## src/rtl/uart_rx_core_param.sv

```systemverilog
`default_nettype none
// ============================================================================
// Module  : uart_rx_core_param
// Brief   : Parametrised UART receiver with 3-sample majority voting, parity and
//           stop checking. Optional break detection via UART_RX_BREAK_DET_EN.
// Rev     : 1.0
// ============================================================================
module uart_rx_core_param #(
    parameter int DATA_WIDTH = 8,
    parameter int PRESCALE_W = 6,
    parameter int STOP_BITS  = 1
) (
    input  logic                  CLK,
    input  logic                  Reset,
    input  logic                  S_Data,
    input  logic [PRESCALE_W-1:0] Prescale,
    input  logic                  Parity_EN,
    input  logic                  Parity_type,
    output logic [DATA_WIDTH-1:0] P_Data,
    output logic                  Data_valid,
    output logic                  Parity_error,
    output logic                  Frame_error,
    output logic                  Busy
`ifdef UART_RX_BREAK_DET_EN
    ,output logic                 Break
`endif
);

    typedef enum logic [2:0] {
        S_IDLE   = 3'd0,
        S_START  = 3'd1,
        S_DATA   = 3'd2,
        S_PARITY = 3'd3,
        S_STOP   = 3'd4
`ifdef UART_RX_BREAK_DET_EN
        ,S_BREAK_WAIT = 3'd5
`endif
    } state_t;

    localparam logic [PRESCALE_W-1:0] c_one       = PRESCALE_W'(1);
    localparam logic [PRESCALE_W-1:0] c_pmin      = PRESCALE_W'(4);
    localparam logic [3:0]            c_data_last = 4'(DATA_WIDTH - 1);
    localparam logic [3:0]            c_stop_last = 4'(STOP_BITS - 1);

    state_t                  state_q, state_d;
    logic [PRESCALE_W-1:0]   edge_q, edge_d, presc_q, presc_d;
    logic [3:0]              bit_q, bit_d;
    logic                    par_en_q, par_en_d, par_type_q, par_type_d;
    logic [DATA_WIDTH-1:0]   shift_q, shift_d, data_q, data_d;
    logic [1:0]              samp_q, samp_d;
    logic                    par_flag_q, par_flag_d, stop_err_q, stop_err_d;
    logic                    dv_q, dv_d, pe_q, pe_d, fe_q, fe_d;
`ifdef UART_RX_BREAK_DET_EN
    logic                    par_bit_q, par_bit_d, brk_q, brk_d;
`endif

    logic [PRESCALE_W-1:0]   w_half, w_presc_eff;
    logic                    w_bit_end, w_at_hm1, w_at_h, w_decide, w_maj, w_in_frame;

    assign w_half      = presc_q >> 1;
    assign w_bit_end   = (edge_q == presc_q - c_one);
    assign w_at_hm1    = (edge_q == w_half - c_one);
    assign w_at_h      = (edge_q == w_half);
    assign w_decide    = (edge_q == w_half + c_one);
    // Third vote is the live line value at edge h+1
    assign w_maj       = (samp_q[0] & samp_q[1]) | (samp_q[0] & S_Data) | (samp_q[1] & S_Data);
    assign w_presc_eff = (Prescale < c_pmin) ? c_pmin : Prescale;
    assign w_in_frame  = (state_q == S_START) || (state_q == S_DATA) ||
                         (state_q == S_PARITY) || (state_q == S_STOP);

    always_comb begin
        state_d    = state_q;
        edge_d     = edge_q;
        bit_d      = bit_q;
        presc_d    = presc_q;
        par_en_d   = par_en_q;
        par_type_d = par_type_q;
        shift_d    = shift_q;
        data_d     = data_q;
        samp_d     = samp_q;
        par_flag_d = par_flag_q;
        stop_err_d = stop_err_q;
        dv_d       = 1'b0;
        pe_d       = 1'b0;
        fe_d       = 1'b0;
`ifdef UART_RX_BREAK_DET_EN
        par_bit_d  = par_bit_q;
        brk_d      = 1'b0;
`endif
        if (w_in_frame) begin
            edge_d = w_bit_end ? '0 : edge_q + c_one;
            if (w_at_hm1) samp_d[0] = S_Data;
            if (w_at_h)   samp_d[1] = S_Data;
        end

        case (state_q)
            S_IDLE: begin
                if (!S_Data) begin
                    state_d    = S_START;
                    edge_d     = c_one;
                    presc_d    = w_presc_eff;
                    par_en_d   = Parity_EN;
                    par_type_d = Parity_type;
                    bit_d      = '0;
                    par_flag_d = 1'b0;
                    stop_err_d = 1'b0;
                end
            end
            S_START: begin
                if (w_decide && w_maj) begin
                    state_d = S_IDLE;
                    edge_d  = '0;
                end else if (w_bit_end) begin
                    state_d = S_DATA;
                end
            end
            S_DATA: begin
                if (w_decide) shift_d = {w_maj, shift_q[DATA_WIDTH-1:1]};
                if (w_bit_end) begin
                    if (bit_q == c_data_last) begin
                        bit_d   = '0;
                        state_d = par_en_q ? S_PARITY : S_STOP;
                    end else begin
                        bit_d = bit_q + 4'd1;
                    end
                end
            end
            S_PARITY: begin
                if (w_decide) begin
                    par_flag_d = (w_maj != ((^shift_q) ^ par_type_q));
`ifdef UART_RX_BREAK_DET_EN
                    par_bit_d  = w_maj;
`endif
                end
                if (w_bit_end) state_d = S_STOP;
            end
            S_STOP: begin
                if (w_decide) begin
`ifdef UART_RX_BREAK_DET_EN
                    if (bit_q == 4'd0 && !w_maj && shift_q == '0 && !(par_en_q && par_bit_q)) begin
                        brk_d   = 1'b1;
                        state_d = S_BREAK_WAIT;
                        edge_d  = '0;
                    end else
`endif
                    if (bit_q == c_stop_last) begin
                        // Leave on the last vote so a back-to-back start edge is not missed
                        state_d = S_IDLE;
                        edge_d  = '0;
                        fe_d    = stop_err_q | ~w_maj;
                        pe_d    = par_flag_q;
                        if (!(stop_err_q | ~w_maj) && !par_flag_q) begin
                            dv_d   = 1'b1;
                            data_d = shift_q;
                        end
                    end else if (!w_maj) begin
                        stop_err_d = 1'b1;
                    end
                end
                if (w_bit_end) bit_d = bit_q + 4'd1;
            end
`ifdef UART_RX_BREAK_DET_EN
            S_BREAK_WAIT: begin
                if (S_Data) state_d = S_IDLE;
            end
`endif
            default: state_d = S_IDLE;
        endcase
    end

    always_ff @(posedge CLK or negedge Reset) begin
        if (!Reset) begin
            state_q    <= S_IDLE;
            edge_q     <= '0;
            bit_q      <= '0;
            presc_q    <= '0;
            par_en_q   <= 1'b0;
            par_type_q <= 1'b0;
            shift_q    <= '0;
            data_q     <= '0;
            samp_q     <= '0;
            par_flag_q <= 1'b0;
            stop_err_q <= 1'b0;
            dv_q       <= 1'b0;
            pe_q       <= 1'b0;
            fe_q       <= 1'b0;
`ifdef UART_RX_BREAK_DET_EN
            par_bit_q  <= 1'b0;
            brk_q      <= 1'b0;
`endif
        end else begin
            state_q    <= state_d;
            edge_q     <= edge_d;
            bit_q      <= bit_d;
            presc_q    <= presc_d;
            par_en_q   <= par_en_d;
            par_type_q <= par_type_d;
            shift_q    <= shift_d;
            data_q     <= data_d;
            samp_q     <= samp_d;
            par_flag_q <= par_flag_d;
            stop_err_q <= stop_err_d;
            dv_q       <= dv_d;
            pe_q       <= pe_d;
            fe_q       <= fe_d;
`ifdef UART_RX_BREAK_DET_EN
            par_bit_q  <= par_bit_d;
            brk_q      <= brk_d;
`endif
        end
    end

    assign P_Data       = data_q;
    assign Data_valid   = dv_q;
    assign Parity_error = pe_q;
    assign Frame_error  = fe_q;
    assign Busy         = (state_q != S_IDLE);
`ifdef UART_RX_BREAK_DET_EN
    assign Break        = brk_q;
`endif

endmodule
`default_nettype wire
```

## config.mk

```make
export PLATFORM = sky130hd
export DESIGN_NAME = uart_rx_core_param
export DESIGN_NICKNAME = d
export VERILOG_FILES = /design/src/rtl/uart_rx_core_param.sv
export SDC_FILE = /design/constraint.sdc
export NUM_CORES = 1
export LEC_CHECK = 0
export CORE_MARGIN = 4
export CORE_UTILIZATION = 40
export CTS_CLUSTER_SIZE = 24
export DETAILED_ROUTE_END_ITERATION = 8
export PLACE_DENSITY = 0.66
export SETUP_SLACK_MARGIN = 0.1
export SKIP_LAST_GASP = 1
export SLEW_MARGIN = 15
export SYNTH_ARGS = -nofsm -noshare
export SYNTH_HDL_FRONTEND = slang
export SYNTH_SLANG_ARGS = --single-unit
export TNS_END_PERCENT = 5
```

## constraint.sdc

```tcl
create_clock -name CLK -period 6.85 [get_ports CLK]
set_input_delay 2.055 -clock CLK [delete_from_list [all_inputs] [get_ports CLK]]
set_output_delay 2.055 -clock CLK [all_outputs]
set_load 0.02 [all_outputs]
```

# Word level (Yosys, flattened, before mapping)

Cells that the tools add are included.

Add/subtract/negate cells: 5
$mul: 0
Div/mod/pow operators: 0
$lt $le $gt $ge: 1
Equality and inequality tests: 21
Shifts and indexed selects: 0
Mux-type cells: 40
Bitwise operators: 9
Reduce and logical (&&, ||, !) cells: 23

Operators with widths:

| kind                                                                         | number |
|---|---|
| 6-bit two-way mux                                                            | 7 |
| 3-bit two-way mux                                                            | 9 |
| 6-bit equality test                                                          | 3 |
| 6-bit case mux with 3 select lines                                           | 1 |
| 4-bit two-way mux                                                            | 4 |
| 2-bit inequality test, second input constant                                 | 8 |
| 1-bit two-way mux                                                            | 15 |
| 3-bit case mux with 5 select lines                                           | 1 |
| 4-bit case mux with 3 select lines                                           | 1 |
| 2-bit AND reduction                                                          | 4 |
| 4-bit AND reduction                                                          | 2 |
| 8-bit parity                                                                 | 1 |
| 7-bit AND reduction                                                          | 1 |
| 5-bit by 1-bit adder with 6-bit output, second input constant                | 1 |
| 6-bit by 1-bit adder with 6-bit output, second input constant                | 1 |
| 3-bit by 2-bit equality test with 1-bit output, second input constant        | 2 |
| 6-bit by 5-bit equality test with 1-bit output                               | 1 |
| 6-bit by 3-bit less-than comparator with 1-bit output, second input constant | 1 |
| 3-bit nonzero test                                                           | 2 |
| 5-bit by 1-bit subtractor with 6-bit output, second input constant           | 1 |
| 6-bit by 1-bit subtractor with 6-bit output, second input constant           | 1 |
| 5-bit AND reduction                                                          | 1 |
| 4-bit by 1-bit adder with 4-bit output, second input constant                | 1 |
| 4-bit by 3-bit equality test with 1-bit output, second input constant        | 1 |
| other kinds (17)                                                             | 29 |

Bits in registers: 44
Bits in latches: 0
Bits in writable memories: 0
Bits in read-only memories: 0
Input port bits: 11
Logic and storage cells: 114
Memories kept: 0

# Logic depth before layout (Yosys ltp)

Gate-level depths: netlist (run 1).

Depth after elaboration: 11
Mapped depth: 10
Mapped depth without buffers: 8

# Least setup slack after synthesis (run 1)

Ideal clock, no wire load.

Kind: input to register
Start: input S_Data
End: register edge_q[3]
Setup time: 0.143 ns
Arrival time: 3.442 ns
Setup slack: 3.265 ns
Stages on the path: 7
Path buffers: 1
Path through: clkbuf_1 -> o21a_1 -> a21o_1 -> nor2_1 -> a2111o_1 -> o21ai_0 -> a31oi_1

Word-level cells in the longest chain between the ends: 6
Elaborated cells between the ends (all ways): 8
Classes of those cells: mux (3); bitwise (4); reduce/logical (1)

RTL lines:

| what                                 | RTL line | RTL |
|---|---|---|
| start, declared                      | 15       | `input logic S_Data,` |
| 1-bit AND                            | 66       | `assign w_maj = (samp_q[0] & samp_q[1]) \| (samp_q[0] & S_Data) \| (samp_q[1] & S_Data);` |
| 1-bit bitwise OR (2 in a row)        | 66       |  |
| 1-bit logical AND                    | 110      | `if (w_decide && w_maj) begin` |
| 6-bit two-way mux                    | 110      |  |
| 6-bit case mux with 3 select lines * | 96       | `case (state_q)` |
| via edge_d[3]                        | 46       | `logic [PRESCALE_W-1:0] edge_q, edge_d, presc_q, presc_d;` |
| end signal, assigned                 | 193      | `edge_q <= edge_d;` |
| end, declared                        | 46       |  |

The timed path passes the listed nets; every way through them passes the cells marked *.
A chain may end at the register's enable or synchronous reset.

# Final worst setup path (run 1)

Start: input S_Data
End: register edge_q[2]

Same word-level chain as after synthesis.

==> results of run 1 <==
==> power groups by stage <==
stage	Sequential (mW)	Combinational [mW]	Clock (mW)
after floorplan	0.369	0.568	0
after global placement	0.459	0.584	0
after detailed placement	0.461	0.601	0
after CTS	0.456	0.604	0.223
after global routing	0.473	0.691	0.234
final	0.460	0.606	0.215
==> routing by layer <==
metal	global-route usage, %	part of all wire, %
met3	3.25	3.6
met4	4.59	1.5
met2	24.9	45
met5	0	0
met1	20.5	50
==> final timing paths <==
kind / to / slack (ns) / depth (start not counted)
max in group asynchronous: presc_q[0] / 4.29 / 1
max reg2reg: state_q[1] / 3.98 / 8
min in group asynchronous: presc_q[1] / 1.90 / 1
min: P_Data[6] / 0.51 / 1
min reg2reg: P_Data[6] / 0.51 / 1
max: edge_q[2] / 2.89 / 7
==> logic make-up after synthesis <==
| family | Yosys count | share of synthesized area (%) |
|---|---|---|
| compound gates | 50 | 13.4 |
| xor+xnor | 27 | 9.23 |
| fa+ha+maj | 7 | 3.22 |
| buf+inv | 26 | 3.90 |
| flops | 44 | 40.4 |
| mux | 20 | 8.36 |
| simple gates | 115 | 21.5 |
==> flip-flops by register name, summed over array words and instances, names as in the netlist <==
name          flops
Data_valid        1
state_q           3
edge_q            6
presc_q           6
bit_q             4
samp_q            2
par_en_q          1
par_type_q        1
par_flag_q        1
shift_q           8
stop_err_q        1
Frame_error       1
Parity_error      1
P_Data            8
==> placed cells by master, fill, tap and decap left out, types with 2 or more instances in the layout <==
| cell type | count |
|---|---|
| ha_1 | 7 |
| xor2_1 | 9 |
| o211ai_1 | 2 |
| dfrtp_1 | 44 |
| and3_1 | 4 |
| nor4_1 | 5 |
| a21oi_1 | 12 |
| mux2_2 | 18 |
| a31oi_1 | 5 |
| or2_2 | 2 |
| nand4_1 | 6 |
| nand3_1 | 13 |
| nor3_1 | 8 |
| nand2b_1 | 3 |
| xnor2_1 | 16 |
| o21ai_0 | 8 |
| clkbuf_8 | 6 |
| clkdlybuf4s50_1 | 21 |
| nor3b_1 | 2 |
| inv_1 | 7 |
| nor2_1 | 19 |
| o21ai_1 | 4 |
| nand2_1 | 42 |
==> critical path, stage by stage <==
cell	delay, ns
clkdlybuf4s50_1	0.64
o21a_1	0.17
a21o_1	0.21
nor2_1	0.07
a2111o_1	0.37
o21ai_0	0.48
a21oi_1	0.11
==> layout make-up <==
type | count | share of cell area [%]
clock buffers | 6 | 2.68
clock inverters | 2 | 1.26
inverters | 8 | 0.974
multi-input cells | 219 | 49.3
flip-flops and latches | 44 | 35.7
well taps | 77 | 3.12
repair buffers | 22 | 6.98
==> per-stage QoR <==
| stage | setup WS [ns] | instances | utilization [%] | total power, mW | area, um2 |
|---|---|---|---|---|---|
| after floorplan | 3.27 | 289 | - | 0.937 | 2720 |
| after global placement | 2.68 | 370 | 45.6 | 1.04 | 2960 |
| after detailed placement | 2.55 | 370 | 45.6 | 1.06 | 2960 |
| after CTS | 2.87 | 378 | 47.4 | 1.28 | 3080 |
| after global routing | 2.62 | 378 | 47.5 | 1.40 | 3080 |
| final | 2.89 | 378 | 47.5 | 1.28 | 3080 |
==> impl_metrics.json, run 1 <==
{
  "synth_commonest_cells": "dfrtp_1 (44), nand2_1 (42), nor2_1 (19)",
  "min_from": "P_Data[6]",
  "path_class": "input pin to flop",
  "fin_nets": 318,
  "yosysMostFrequentCell": "dfrtp_1",
  "rows": 29,
  "powerDensity_nw_per_um2": 415,
  "ys_seq_area_share_pct": 40.4,
  "grt_pass1_vias": 2160,
  "arrival_ns": 4.13,
  "fmax_mhz": 252,
  "antenna_left": 0,
  "cts.sinks": 44,
  "viasPerCell": 5.57,
  "first_pass_iters": 4,
  "place_hpwl_um": 4240,
  "syn-num-nets": 307,
  "overflow": 0,
  "ios": 23,
  "initial_core_util_pct": 41.9,
  "cp-end-kind": "flop",
  "area_growth_syn_to_layout_pct": 13.2,
  "insertion_delay_ns": 0.30,
  "synth-seq-cells": 44,
  "hold_violations": 0,
  "synth_top_area_cell": "dfrtp_1",
  "cts.repair.resized": 0,
  "cts_tree": "built",
  "antenna_found_initial": 0,
  "worstMarginPinSlew_ns": 1.02,
  "avgSynthCellArea_um2": 9.43,
  "port_buffers": 22,
  "pwr-share-clk_pct": 16.8,
  "hold-worst-slack_ns": 0.512,
  "clk_path_buf_depth": 2,
  "synth_area_leaders": "dfrtp_1 (40%), mux2_2 (7.4%), nand2_1 (5.8%)",
  "die_h_um": 90.5,
  "cp-start-kind": "input pin",
  "drcViolationCount": 0,
  "finalWeightedCongestion": 0.873,
  "maxSlewViolCount": 0,
  "layout-drive-gt1-share_pct": 13.6,
  "seqPwrFrac_pct": 35.9,
  "p_comb_share_pct": 47.3,
  "skew_ns": 0.0141,
  "yosys_warnings": 0,
  "syn_area_um2": 2720,
  "required_ns": 7.01,
  "cts_buffers": 5,
  "setup_viol": 0,
  "grt_setup_unrepaired": "no",
  "die_x_um": 90.5,
  "synth_edf_count": 0,
  "ys_types": 58,
  "finalCriticalPeriod_ns": 3.96,
  "slew_headroom_pct": 32.2,
  "routed_wl_um": 5880,
  "swShare_pct": 45.3,
  "p_switching_mw": 0.580,
  "nFillCells": 630,
  "drt_iter0_markers": 166,
  "hold_class": "flop to flop",
  "h-tree-depth": 2,
  "diodes": 0,
  "drv_cap": 0,
  "synth_top_area_share_pct": 40.4,
  "clkTransAtPathRegs_ns": 0.10,
  "vias": 2107,
  "synthCells": 289,
  "synthArstFlopShare_pct": 100,
  "fin_setup_tns_ns": 0,
  "grt.total_usage_pct": 15.4,
  "synth_ff_type": "dfrtp_1",
  "cts_hold_buffers": 0,
  "clock-root-buffer": "clkbuf_8",
  "p_int_mw": 0.700,
  "r2r-start": "presc_q[2]",
  "seqCellArea_um2": 1100,
  "period_share_pct": 57.8,
  "grt_pass1_wl_um": 10400,
  "die_area_um2": 8190,
  "power_leakage_nw": 1.32,
  "startpoint": "S_Data",
  "grt_max_degree": 45,
  "multiInputGateArea_um2": 1520,
  "outcome": "finished, final reports clean",
  "fp.coreArea_um2": 6490,
  "vdd.ir_drop.worst_uv": 141,
  "postCtsSetupBuffers": 0,
  "critPathMaxFanout": 10,
  "post_drt_wl_per_cell_um": 15.5
}
Power figures use the tool's default switching activity.
==> run 2: changes to the inputs <==
==> constraint.sdc (replaced) <==
create_clock -name CLK -period 4.07 [get_ports CLK]
set_input_delay 1.221 -clock CLK [delete_from_list [all_inputs] [get_ports CLK]]
set_output_delay 1.221 -clock CLK [all_outputs]
set_load 0.02 [all_outputs]
==> impl_metrics.json, run 2 (synthesized netlist as in run 1, its figures left out) <==
{
  "h-tree-depth": 2,
  "overflow": 0,
  "diodes": 0,
  "critPathCapture": "Busy",
  "cp_slowest_stage_delay_ns": 0.57,
  "postCtsSetupBuffers": 0,
  "maxSlewViolCount": 0,
  "finalCriticalPeriod_ns": 3.12,
  "first_pass_iters": 4,
  "required_ns": 2.85,
  "cts_hold_buffers": 0,
  "grt_busiest_layer": "met2",
  "crit_family": "buffers and inverters",
  "initial_core_util_pct": 41.9,
  "startpoint": "state_q[2]",
  "clkTransAtPathRegs_ns": 0.09,
  "routed_wl_um": 5840,
  "fin_nets": 318,
  "fin_setup_tns_ns": 0,
  "fmax_mhz": 320,
  "slew_headroom_pct": 32.5,
  "grt_setup_unrepaired": "no",
  "place_hpwl_um": 4180,
  "grt_pass1_wl_um": 10300,
  "ios": 23,
  "cts.repair.resized": 0,
  "most-common-layout-cells": "dfrtp_1 (44), nand2_1 (42), clkdlybuf4s50_1 (21)",
  "insertion_delay_ns": 0.30,
  "powerDensity_nw_per_um2": 697,
  "hold-worst-slack_ns": 0.513,
  "reg2reg_setup_slack_ns": 1.25,
  "path_class": "flop to primary output",
  "cp_num_cells": 2,
  "period_share_pct": 76.7,
  "skew_ns": 0.00864,
  "antenna_found_initial": 0,
  "outcome": "finished, final reports clean",
  "clk_path_buf_depth": 2,
  "cts.sinks": 44,
  "grt_util_met2_pct": 23.8,
  "power_leakage_nw": 1.32,
  "cts_buffers": 5,
  "worstMarginPinSlew_ns": 1.01,
  "viasPerCell": 5.55,
  "hold_violations": 0,
  "vias": 2099,
  "post_drt_wl_per_cell_um": 15.4,
  "hold_class": "flop to flop",
  "area_growth_syn_to_layout_pct": 13.2,
  "die_x_um": 90.5,
  "die_area_um2": 8190,
  "setup_viol": 0,
  "die_h_um": 90.5,
  "drv_cap": 0,
  "arrival_ns": 1.90,
  "fp.coreArea_um2": 6490,
  "r2r-start": "presc_q[2]",
  "rows": 29,
  "cp-end-kind": "primary output",
  "clock-root-buffer": "clkbuf_8",
  "r2r_end": "state_q[1]",
  "worstRegToRegCells": 8,
  "grtUsageMet1_pct": 20.6,
  "layout-drive-gt1-share_pct": 13.6,
  "grt.total_usage_pct": 15.1,
  "vdd.ir_drop.worst_uv": 195,
  "critPathMaxFanout": 12,
  "worst-path-buf-inv": 1,
  "antenna_left": 0,
  "grt_util_met3_pct": 3.00,
  "port_buffers": 22,
  "grt_pass1_vias": 2099,
  "cts_tree": "built",
  "grt_max_degree": 45,
  "drcViolationCount": 0,
  "finalWeightedCongestion": 0.878,
  "cp-start-kind": "flop",
  "drt_iter0_markers": 164,
  "cp_cell_sequence": "or3_1 > clkdlybuf4s50_1",
  "slowest_stage": "clkdlybuf4s50_1",
  "layout_commonest_cell": "dfrtp_1"
}
run 2: power breakdown:
group / total, mW / switching (mW) / internal, mW
Sequential: 0.774 / 0.231 / 0.543
Combinational: 1.01 / 0.578 / 0.435
Clock: 0.362 / 0.161 / 0.201
run 2: layer usage:
metal	part of all wire, %	vias up
met5	0	-
met4	1.8	0
met3	5.3	8
met2	46	51
met1	47	996
li1	-	1044
run 2: cell type report:
cell class / instances / area (um2)
Clock buffer: 6 / 82.6
Clock inverter: 2 / 38.8
Fill cell: 578 / 3410
Inverter: 8 / 30.0
Multi-Input combinational cell: 219 / 1520
Sequential cell: 44 / 1100
Tap cell: 77 / 96.3
Timing Repair Buffer: 22 / 215
run 2: worst min-delay path by stage:
stage          cells after the start          to  slack, ns       start
2_1_floorplan                      2  par_type_q       0.47  par_type_q
3_3_place_gp                       2  par_type_q       0.48  par_type_q
3_5_place_dp                       1   P_Data[5]       0.50   P_Data[5]
4_1_cts                            1   P_Data[7]       0.52   P_Data[7]
5_1_grt                            1   P_Data[0]       0.53   P_Data[0]
6_report                           1   P_Data[5]       0.51   P_Data[5]
run 2: stage by stage:
stage	area, um2	instances	util [%]	setup WS [ns]	total power, mW
after detailed placement	2960	370	45.6	0.627	1.78
after CTS	3080	378	47.4	0.956	2.15
final	3080	378	47.5	0.950	2.15
after floorplan	2720	289	-	1.32	1.58
after global routing	3080	378	47.5	0.794	2.33
after global placement	2960	370	45.6	0.730	1.75
==> run 3: changes to the inputs <==
--- a/config.mk
+++ b/config.mk
@@ -9,7 +9,7 @@
 export CORE_UTILIZATION = 40
 export CTS_CLUSTER_SIZE = 24
 export DETAILED_ROUTE_END_ITERATION = 8
-export PLACE_DENSITY = 0.66
+export PLACE_DENSITY = 0.68
 export SETUP_SLACK_MARGIN = 0.1
 export SKIP_LAST_GASP = 1
 export SLEW_MARGIN = 15
==> constraint.sdc (replaced) <==
create_clock -name CLK -period 2.75 [get_ports CLK]
set_input_delay 0.825 -clock CLK [delete_from_list [all_inputs] [get_ports CLK]]
set_output_delay 0.825 -clock CLK [all_outputs]
set_load 0.02 [all_outputs]
==> impl_metrics.json, run 3 (synthesized netlist as in run 1, its figures left out) <==
{
  "cp-start-kind": "flop",
  "h-tree-depth": 2,
  "drt_iter0_markers": 181,
  "vdd.ir_drop.worst_uv": 555,
  "multiInputGateArea_um2": 1520,
  "postLayoutCoreUtil_pct": 49.9,
  "placed_area_um2": 3120,
  "cts.sinks": 44,
  "routed_wl_um": 6070,
  "critPathCapture": "bit_q[0]",
  "slew_headroom_pct": 62.1,
  "layout-drive-gt1-share_pct": 20.1,
  "finalPower_mw": 3.24,
  "path_class": "flop to flop",
  "first_pass_iters": 4,
  "outcome": "finished, final reports clean",
  "hold_violations": 0,
  "grt_pass1_vias": 2139,
  "stdcell_area_um2": 3240,
  "slowest_stage": "or3_4",
  "clk_path_buf_depth": 2,
  "reg2reg_setup_slack_ns": 0.18,
  "ios": 23,
  "cts_tree": "built",
  "p_switching_mw": 1.48,
  "port_buffers": 22,
  "die_x_um": 90.5,
  "arrival_ns": 2.76,
  "cts_hold_buffers": 0,
  "fmax_mhz": 390,
  "fin_cells": 401,
  "hold_class": "input pin to asynchronous set/reset pin",
  "initial_core_util_pct": 41.9,
  "most-common-layout-cells": "dfrtp_1 (44), nand2_1 (42), buf_4 (22)",
  "worstRegToRegCells": 8,
  "fin_setup_tns_ns": 0,
  "post_drt_wl_per_cell_um": 15.1,
  "required_ns": 2.95,
  "p_int_mw": 1.76,
  "area_growth_syn_to_layout_pct": 19.1,
  "period_share_pct": 93.3,
  "cp-end-kind": "flop",
  "cp_cell_sequence": "inv_1 > ha_2 > a21bo_1 > or3_4 > a2111oi_4 > o211ai_1 > and2_4 > mux2_4",
  "seqCellArea_um2": 1100,
  "die_h_um": 90.5,
  "nFillCells": 594,
  "diodes": 0,
  "rows": 29,
  "cts_buffers": 5,
  "insertion_delay_ns": 0.31,
  "drcViolationCount": 0,
  "cp_slowest_stage_delay_ns": 0.40,
  "p_comb_share_pct": 54.6,
  "finalWeightedCongestion": 0.902,
  "skew_ns": 0.00824,
  "seqPwrFrac_pct": 32.5,
  "place_hpwl_um": 4600,
  "worstMarginPinSlew_ns": 0.568,
  "maxSlewViolCount": 0,
  "clock-root-buffer": "clkbuf_8",
  "grt_setup_unrepaired": "yes",
  "vias": 2190,
  "powerDensity_nw_per_um2": 998,
  "antenna_left": 0,
  "antenna_found_initial": 0,
  "die_area_um2": 8190,
  "layout_commonest_cell": "dfrtp_1",
  "startpoint": "presc_q[2]",
  "clkTransAtPathRegs_ns": 0.09,
  "swShare_pct": 45.7,
  "setup_viol": 0,
  "finalCriticalPeriod_ns": 2.57,
  "overflow": 0,
  "power_leakage_nw": 1.41,
  "pwr-share-clk_pct": 12.9,
  "dp_cells": 391,
  "critPathMaxFanout": 4,
  "fp.coreArea_um2": 6490,
  "fin_nets": 341,
  "r2r-start": "presc_q[2]",
  "drv_cap": 0,
  "grt.total_usage_pct": 15.4,
  "grt_max_degree": 24,
  "viasPerCell": 5.46,
  "grt_pass1_wl_um": 10400,
  "r2r_end": "bit_q[0]"
}
==> run 3: cell count changes in the layout (fill, tap and decap cells not counted) <==
cell and delta:
clkinvlp_4 +2, clkbuf_8 -1, ha_2 +1, ha_1 -1
buf_4 +22, bufinv_16 -1, buf_12 +1
==> run 3: worst min-delay path by stage <==
| stage | startpoint | endpoint |
|---|---|---|
| 2_1_floorplan | par_type_q | par_type_q |
| 3_3_place_gp | par_type_q | par_type_q |
| 6_report | Reset | presc_q[3] |
| 5_1_grt | P_Data[7] | P_Data[7] |
| 4_1_cts | par_type_q | par_type_q |
| 3_5_place_dp | par_type_q | par_type_q |
==> run 3: what timing repair did <==
item | CTS | global route
endpoints found under the setup margin | 0 | 13
setup buffers | 0 | 2
gates resized for setup | 0 | 2
==> run 3: area by class of cell <==
class / instances / area share, %
multi-input combinational: 219 / 47.0
sequential: 44 / 34.0
timing repair buffer: 45 / 12.3
tap: 77 / 2.97
clock buffer: 5 / 2.12
inverter: 8 / 0.926
clock inverter: 3 / 0.733
==> run 3: power by group through the flow <==
stage / Combinational, mW / Sequential, mW / Clock [mW]
detailed placement: 1.74 / 1.06 / 0
global placement: 1.71 / 1.06 / 0
CTS: 1.75 / 1.05 / 0.428
finish: 1.77 / 1.05 / 0.418
global route: 1.97 / 1.08 / 0.461
floorplan: 1.41 / 0.919 / 0
==> run 3: critical path, delay by kind of cell, from the launching register on <==
family / cells / cell delay [ns]
AO/OA/AOI/OAI: 3 / 0.82
flip-flops: 1 / 0.39
adder cells (fa/ha/maj): 1 / 0.22
buffers and inverters: 1 / 0.13
multiplexers: 1 / 0.28
AND/OR/NAND/NOR: 2 / 0.62
==> run 3: metrics by stage <==
stage          hold slack [ns]  worst slack [ns]
2_1_floorplan            0.467             0.157
3_3_place_gp             0.490             0.237
3_5_place_dp             0.488             0.140
4_1_cts                  0.511             0.151
5_1_grt                  0.530            0.0280
6_report                 0.501             0.184
==> run 3: per-layer routing <==
metal / vias up / GRT usage (%) / share of wire (%)
met5: - / 0 / 0
met4: 0 / 5.99 / 1.3
met3: 8 / 3.17 / 4.4
met2: 46 / 23.7 / 46
met1: 1048 / 21.3 / 48
li1: 1088 / - / -
